**src/rtl/uart_core.sv**
```systemverilog
// uart_core: strobe-driven 8N1 UART with rx error/overrun flags; define UART_PARITY_EN for 8E1 even parity
module uart_core #(
  parameter int CLK_HZ = 50000000,
  parameter int BAUD = 9600
) (
  input  logic       memi_clk,
  input  logic       memi_rst,
  input  logic       uart_wrn,
  input  logic       uart_rdn,
  input  logic [7:0] wr_data,
  output logic [7:0] rd_data,
  output logic       data_ready,
  output logic       tx_busy,
  output logic       rx_overrun,
  output logic       rx_err,
  output logic       txd,
  input  logic       rxd
);
  localparam int DIV = CLK_HZ / BAUD;
  localparam int CW = $clog2(DIV);
  localparam logic [CW-1:0] LAST = CW'(DIV - 1);
  localparam logic [CW-1:0] HALF = CW'(DIV / 2 - 1);
  localparam logic [2:0] IDLE = 3'd0, START = 3'd1, DATA = 3'd2, STOP = 3'd3;
`ifdef UART_PARITY_EN
  localparam logic [2:0] PARITY = 3'd4, AFTER_DATA = 3'd4;
`else
  localparam logic [2:0] AFTER_DATA = 3'd3;
`endif
  logic wrn_q, rdn_q, txd_q, txd_d, tx_tick, rx_tick, rx_in, rx_load, rx_bad, par_ok, wr_fall, rd_fall;
  logic [2:0] tx_state_q, tx_state_d, rx_state_q, rx_state_d, tx_bit_q, tx_bit_d, rx_bit_q, rx_bit_d;
  logic [CW-1:0] tx_cnt_q, tx_cnt_d, rx_cnt_q, rx_cnt_d;
  logic [7:0] tx_sh_q, tx_sh_d, rx_sh_q, rx_sh_d, rd_data_q, rd_data_d;
  logic [1:0] rx_sync_q;
  logic data_ready_q, data_ready_d, rx_overrun_q, rx_overrun_d, rx_err_q, rx_err_d;
`ifdef UART_PARITY_EN
  logic tx_par_q, tx_par_d, rx_par_q, rx_par_d;
  assign par_ok = rx_par_q == ^rx_sh_q;
`else
  assign par_ok = 1'b1;
`endif
  assign wr_fall = wrn_q & ~uart_wrn;
  assign rd_fall = rdn_q & ~uart_rdn;
  assign rx_in = rx_sync_q[1];
  assign tx_tick = tx_cnt_q == LAST;
  assign rx_tick = rx_cnt_q == (rx_state_q == START ? HALF : LAST);
  always_comb begin
    tx_state_d = tx_state_q;
    tx_bit_d = tx_bit_q;
    tx_sh_d = tx_sh_q;
`ifdef UART_PARITY_EN
    tx_par_d = tx_par_q;
`endif
    tx_cnt_d = (tx_state_q == IDLE || tx_tick) ? '0 : tx_cnt_q + 1'b1;
    if (tx_state_q == IDLE) begin
      if (wr_fall) begin
        tx_state_d = START;
        tx_sh_d = wr_data;
`ifdef UART_PARITY_EN
        tx_par_d = ^wr_data;
`endif
      end
    end else if (tx_tick) begin
      case (tx_state_q)
        START: begin
          tx_state_d = DATA;
          tx_bit_d = '0;
        end
        DATA: begin
          tx_sh_d = tx_sh_q >> 1;
          tx_bit_d = tx_bit_q + 1'b1;
          tx_state_d = tx_bit_q == 3'd7 ? AFTER_DATA : DATA;
        end
`ifdef UART_PARITY_EN
        PARITY: tx_state_d = STOP;
`endif
        default: tx_state_d = IDLE;
      endcase
    end
    txd_d = tx_state_d == START ? 1'b0 :
            tx_state_d == DATA ? tx_sh_d[0] :
`ifdef UART_PARITY_EN
            tx_state_d == PARITY ? tx_par_d :
`endif
            1'b1;
  end
  always_comb begin
    rx_state_d = rx_state_q;
    rx_bit_d = rx_bit_q;
    rx_sh_d = rx_sh_q;
`ifdef UART_PARITY_EN
    rx_par_d = rx_par_q;
`endif
    rx_load = 1'b0;
    rx_bad = 1'b0;
    rx_cnt_d = (rx_state_q == IDLE || rx_tick) ? '0 : rx_cnt_q + 1'b1;
    if (rx_state_q == IDLE) begin
      if (!rx_in) rx_state_d = START;
    end else if (rx_tick) begin
      case (rx_state_q)
        START: begin
          rx_state_d = rx_in ? IDLE : DATA;
          rx_bit_d = '0;
        end
        DATA: begin
          rx_sh_d = {rx_in, rx_sh_q[7:1]};
          rx_bit_d = rx_bit_q + 1'b1;
          rx_state_d = rx_bit_q == 3'd7 ? AFTER_DATA : DATA;
        end
`ifdef UART_PARITY_EN
        PARITY: begin
          rx_par_d = rx_in;
          rx_state_d = STOP;
        end
`endif
        STOP: begin
          rx_load = rx_in & par_ok;
          rx_bad = ~(rx_in & par_ok);
          rx_state_d = IDLE;
        end
        default: rx_state_d = IDLE;
      endcase
    end
    rd_data_d = rx_load ? rx_sh_q : rd_data_q;
    data_ready_d = rx_load | (data_ready_q & ~rd_fall);
    rx_overrun_d = ~rd_fall & (rx_overrun_q | (rx_load & data_ready_q));
    rx_err_d = rx_bad | (rx_err_q & ~rd_fall);
  end
  always_ff @(posedge memi_clk or negedge memi_rst) begin
    if (!memi_rst) begin
      wrn_q <= 1'b1;
      rdn_q <= 1'b1;
      rx_sync_q <= 2'b11;
      txd_q <= 1'b1;
      tx_state_q <= IDLE;
      tx_cnt_q <= '0;
      tx_bit_q <= '0;
      tx_sh_q <= '0;
      rx_state_q <= IDLE;
      rx_cnt_q <= '0;
      rx_bit_q <= '0;
      rx_sh_q <= '0;
      rd_data_q <= '0;
      data_ready_q <= 1'b0;
      rx_overrun_q <= 1'b0;
      rx_err_q <= 1'b0;
`ifdef UART_PARITY_EN
      tx_par_q <= 1'b0;
      rx_par_q <= 1'b0;
`endif
    end else begin
      wrn_q <= uart_wrn;
      rdn_q <= uart_rdn;
      rx_sync_q <= {rx_sync_q[0], rxd};
      txd_q <= txd_d;
      tx_state_q <= tx_state_d;
      tx_cnt_q <= tx_cnt_d;
      tx_bit_q <= tx_bit_d;
      tx_sh_q <= tx_sh_d;
      rx_state_q <= rx_state_d;
      rx_cnt_q <= rx_cnt_d;
      rx_bit_q <= rx_bit_d;
      rx_sh_q <= rx_sh_d;
      rd_data_q <= rd_data_d;
      data_ready_q <= data_ready_d;
      rx_overrun_q <= rx_overrun_d;
      rx_err_q <= rx_err_d;
`ifdef UART_PARITY_EN
      tx_par_q <= tx_par_d;
      rx_par_q <= rx_par_d;
`endif
    end
  end
  assign txd = txd_q;
  assign tx_busy = tx_state_q != IDLE;
  assign rd_data = rd_data_q;
  assign data_ready = data_ready_q;
  assign rx_overrun = rx_overrun_q;
  assign rx_err = rx_err_q;
endmodule

```
**config.mk**
```make
export PLATFORM = sky130hd
export DESIGN_NAME = uart_core
export DESIGN_NICKNAME = d
export VERILOG_FILES = /design/src/rtl/uart_core.sv
export SDC_FILE = /design/constraint.sdc
export NUM_CORES = 1
export LEC_CHECK = 0
export ABC_AREA = 1
export BUFFER_PORTS_ARGS = -buffer_cell sky130_fd_sc_hd__buf_2
export CAP_MARGIN = 15
export CORE_MARGIN = 2
export CORE_UTILIZATION = 55
export DETAILED_ROUTE_END_ITERATION = 12
export GPL_TIMING_DRIVEN = 1
export HOLD_SLACK_MARGIN = 0.15
export PLACE_DENSITY = 0.71
export SYNTH_ARGS = -nofsm -noshare
export SYNTH_HDL_FRONTEND = slang
export SYNTH_SLANG_ARGS = --single-unit
```
**constraint.sdc**
```tcl
create_clock -name memi_clk -period 2.1 [get_ports memi_clk]
set_input_delay 0.315 -clock memi_clk [delete_from_list [all_inputs] [get_ports memi_clk]]
set_output_delay 0.315 -clock memi_clk [all_outputs]
set_load 0.05 [all_outputs]
```
# After elaboration in Yosys (flattened, before gate mapping)
# Index checks and enable logic that the tools add are counted.
# totals
reg_bits,70
input_bits,13
out_inout_bits,13
wordCells,92
# op_classes
add_sub_neg,4
eq_ne,13
mux,28
bitwise,15
n_reduce_logical,15
# ops
cell,count
$mux W13,3
$mux W8,4
$add A13 B1 Y13 const B,2
$mux W3,6
$eq A13 B13 Y1,1
$eq A13 B13 Y1 const B,1
$eq A3 B2 Y1 const B,4
$pmux W3 S2,2
$reduce_and A3 Y1,4
$mux W1,10
$reduce_bool A2 Y1,5
$eq A3 B1 Y1 const B,3
$pmux W2 S2,2
$add A3 B1 Y3 const B,2
$and A1 B1 Y1,6
$eq A3 B3 Y1 const B,2
$logic_not A3 Y1,2
$not A1 Y1,6
$ne A2 B2 Y1 const B,2
$or A1 B1 Y1,3
$reduce_bool A3 Y1,1
$logic_or A1 B1 Y1,2
$mux W2,1
$reduce_and A2 Y1,1

# Longest topological paths before layout
# logic_depth
word_depth,8
depth_mapped,11
ltp_nobuf,11

# Worst setup path after synthesis
# Ideal clock, no wire load.
# synth_timing
kind,reg2reg
from,register rx_state_q[1]
to,register rd_data_q[0] (netlist: rd_data[0])
setup_time_ns,0.120
t_arrival_ns,1.525
t_required_ns,1.980
slack_ns,0.455
stages_incl_launch_ff,10
path_buffers,1
synth_period_minus_slack_ns,1.645
path_cell_list,dfrtp_1 > inv_1 > ha_1 > buf_6 > xnor2_1 > nand3_1 > nor2_2 > nand4_4 > nand2_1 > nand2_1
# synth_via
elab_chain_len,5
word_cells_on_any_way,8
classes_between,eq/ne: 3; mux: 4; reduce/logical: 1
# synth_rtl
element,line_no,source
start: declaration,30,"logic [2:0] tx_state_q, tx_state_d, rx_state_q, rx_state_d, tx_bit_q, tx_bit_d, rx_bit_q, rx_bit_d;"
start signal: assignment,159,rx_state_q <= rx_state_d;
$eq A3 B1 Y1,45,assign rx_tick = rx_cnt_q == (rx_state_q == START ? HALF : LAST);
$mux W13,45,
$eq A13 B13 Y1,45,
$mux W1,98,end else if (rx_tick) begin
$mux W1 (*),96,if (rx_state_q == IDLE) begin
end signal: assignment,163,rd_data_q <= rd_data_d;
end: declaration,32,"logic [7:0] tx_sh_q, tx_sh_d, rx_sh_q, rx_sh_d, rd_data_q, rd_data_d;"
# Mark *: on every way between the ends. The rest lies on a longest branch, timed or not.
# A chain may end at the register's enable or synchronous reset.

# Final worst setup path
# layout_timing
from,register rx_state_q[1]
to,register rd_data_q[3] (netlist: rd_data[3])
# Same word-level chain as after synthesis.

==> summary.txt <==
Global route
  • First-pass GRT wire length: 11700 um
  • Largest net degree at the start of global routing: 70
  • GR Overflow Total: 0
  • Number of antenna violations at the first check in global routing: 0
  • All-layer global routing usage: 0.198
  • Via count of the first global-routing pass: around 2800

Yosys
  • Syn Std Cell Area: about 3700 um^2
  • Top_reg_cell synth: dfrtp_1
  • Synth Warn #: 0
  • Number of distinct library cells after synthesis: 39
  • Nets in the synthesized netlist: approximately 460
  • Average footprint of a synthesized cell: approximately 8.4 um^2
  • Count of flip-flops with a built-in enable after synthesis: 0
  • Dominant cells by area after synthesis: dfrtp_1 44%, nand2_1 11%, inv_1 5.5%, nor2_1 4.6%, nand3_1 4.4%
  • Post-synth ARST share: 1.00
  • Post-synthesis instance total: 436
  • Number of storage elements in the synthesis netlist: about 70
  • Proportion of synthesized chip area in sequential cells: 0.473
  • Cell accounting for the most synthesized area: dfrtp_1
  • Top cell type's share of synthesized area: 0.437

STA
  • Hold Violations, Final: 0
  • Final critical delay including setup and external delays: 1.88 ns
  • Minimum setup slack in the final design: ~0.22 ns
  • Clock tree skew after final layout: 0.00562 ns
  • Final total negative setup slack: 0 ns
  • Post-route fraction of the period consumed by the critical path: 0.897
  • Worst-case headroom to the max-slew limit: 0.560
  • Setup repair after global routing missed its margin: no
  • Top achievable clock speed: 531 MHz
  • Measured slew at the worst slew-check pin: 0.659 ns
  • Final count of negative-setup-slack endpoints: 0
  • Number of max-slew violations in the final report: 0

Setup path
  • Worst endpoint required time: 2.33 ns
  • Slowest stage cell on the critical path: dfrtp_1
  • Cell mode on critical path: nand2_1
  • Top fanout value on the critical path: 10
  • Critical path start-end classification: reg -> reg
  • Type of origin of the critical path: flip-flop
  • List of cells traversed by the critical path: inv_1 -> ha_1 -> buf_4 -> xnor2_1 -> nor2_1 -> nand2_1 -> nor2_2 -> nand4_4 -> nand2_1 -> nand2_1
  • Kind of cell adding the most delay to the critical path: simple AND/OR/NAND/NOR gates
  • Data arrival time at the worst-slack endpoint: 2.12 ns
  • Endpoint type of the worst setup path: flip-flop
  • Crit path buffers/inverters: 2
  • Crit path largest cell delay: around 0.40 ns

Layout
  • Share of the core filled with cells in the final layout: 0.638
  • Synth-to-layout area growth: 11.3%
  • Proportion of layout cells with a drive suffix above 1: 0.187
  • Ant. Diodes: 0
  • Top library cells by usage in the layout, fill and taps aside: 107 x nand2_1, 64 x dfrtp_1, 54 x inv_1, 45 x nor2_1, 32 x nand3_1
  • # nets final: ~490
  • Most common library cell in the layout ignoring fill and taps: nand2_1

CTS
  • Total CTS buffers: 9
  • Count of instances resized after the clock tree is built: 0
  • Hold-fix buffer count after cts: 4
  • Number of setup buffers added after CTS: 0
  • Clock input transition at the sequential cells of the worst setup and hold paths: 0.07 ns
  • H-tree levels: 3
  • TritonCTS clock tree: done
  • Root cell of the clock tree: clkbuf_8
  • Count of clock tree sinks: 69
  • Skew-Pair Late Insertion Delay: roughly 0.34 ns
  • Max Buffers Root-to-Sink: 2

Floorplanning
  • Die Height: about 86 um
  • Initial standard-cell utilization of the core: 0.573
  • Die Wd: 85.6 um
  • Number of top-level design ports: 26
  • Die footprint: ~7300 um^2
  • Cell row count: 29
  • Core area: between 6000 and 7000 um^2

Status
  • Status: completed

Drt
  • Drt first-iter violations: ~130
  • Pre-antenna DRT Iters: 4
  • Final routed wirelength across all metal layers: 6630 um
  • Total via count in the routed design: 2863
  • Post-route DRC: 0
  • Drt via density: 5.19
  • Final ANT Viol Nets: 0
  • Per-cell routed wire length: 12.0 um

Power
  • Worst voltage drop across the vdd grid: 0.467 mV
  • Power Dens Cells: 584 nW/um^2
  • Leakage power of the design: roughly 2.1 nW

Worst hold path
  • Class of the worst hold path: in -> reg

Placement
  • GPL Wtd Cong: 0.885
  • Placement-stage worst setup slack: 0.212 ns
  • Post-DP HPWL: between 4000 and 5000 um
  • Number of buffers added on ports: 25

Flow run
  • Number of maximum-capacitance constraint violations: 0
-- path summary, 6_finish.rpt --
check | from | cells past startpoint | slack (ns) | to
worst min register to register | rx_sync_q[0] | 0 | 0.36 | rx_sync_q[1]
worst max register to register | rx_state_q[1] | 10 | 0.22 | rd_data[3]
min in group asynchronous | memi_rst | 3 | 0.52 | rx_cnt_q[2]
max in group asynchronous | memi_rst | 3 | 1.25 | rdn_q
worst max-delay path | rx_state_q[1] | 10 | 0.22 | rd_data[3]
worst min-delay path | wr_data[7] | 3 | 0.18 | tx_sh_q[7]
-- final cells by class --
class | count | area [um^2]
clock buffers | 11 | 151
clock inverters | 5 | 33.8
fillers | 583 | 2310
inverters | 60 | 225
multi-input cells | 297 | 1630
flip-flops and latches | 69 | 1730
well taps | 77 | 96.3
repair buffers | 33 | 208
-- routing by layer --
layer,part of all wire,track usage
met3,0.035,0.0462
met5,0,0
met4,0.022,0.0909
met2,0.48,0.332
met1,0.46,0.244
-- stage by stage --
step                      hold WS (ns)  area [um^2]  cells  power (mW)
after floorplan                 0.0194         3660    436        1.37
after global placement           0.353         3850    532        1.41
after detailed placement         0.355         3850    532        1.41
after CTS                        0.155         4080    552        2.42
after global routing             0.181         4080    552        2.48
final                            0.179         4080    552        2.38
-- flip-flops by register name, indices dropped and copies added, names as in the netlist --
name        flops
rx_bit_q        3
data_ready      1
rx_sh_q         8
txd             1
tx_sh_q         8
tx_cnt_q       13
tx_bit_q        3
rdn_q           1
rx_overrun      1
rx_cnt_q       13
rx_state_q      2
rd_data         8
wrn_q           1
rx_sync_q       2
rx_err          1
tx_state_q      3
-- cell families after synthesis --
kind of cell	synth area share
AO/OA/AOI/OAI	0.0895
adder cells (fa/ha/maj)	0.0342
flip-flops	0.473
buffers and inverters	0.0820
XOR/XNOR	0.0287
AND/OR/NAND/NOR	0.292
-- worst register-to-register path: cells and delay by family, from the launching register on --
family	cells	cell delay, ns
XOR/XNOR	1	0.14
adder cells (fa/ha/maj)	1	0.23
buffers and inverters	2	0.28
flip-flops	1	0.40
AND/OR/NAND/NOR	6	0.73
-- power breakdown --
group	leakage, nW	switching (mW)	total, mW	internal, mW
logic	1.09	0.0343	0.0526	0.0183
registers	0.874	0.00219	1.34	1.34
clock network	0.0917	0.498	0.991	0.492
total	2.06	0.535	2.38	1.85
-- Yosys cell counts (6+ instances only) --
cell,n
xor2_1,6
nor2_2,6
xnor2_1,6
nand4_1,11
a21oi_1,12
nor3_1,9
nand2_1,107
nand3_1,32
ha_1,10
o21ai_0,7
inv_1,54
nor2_1,45
dfrtp_1,64
o211ai_2,6
o21ai_2,11
(Power assumes the default switching activity.)
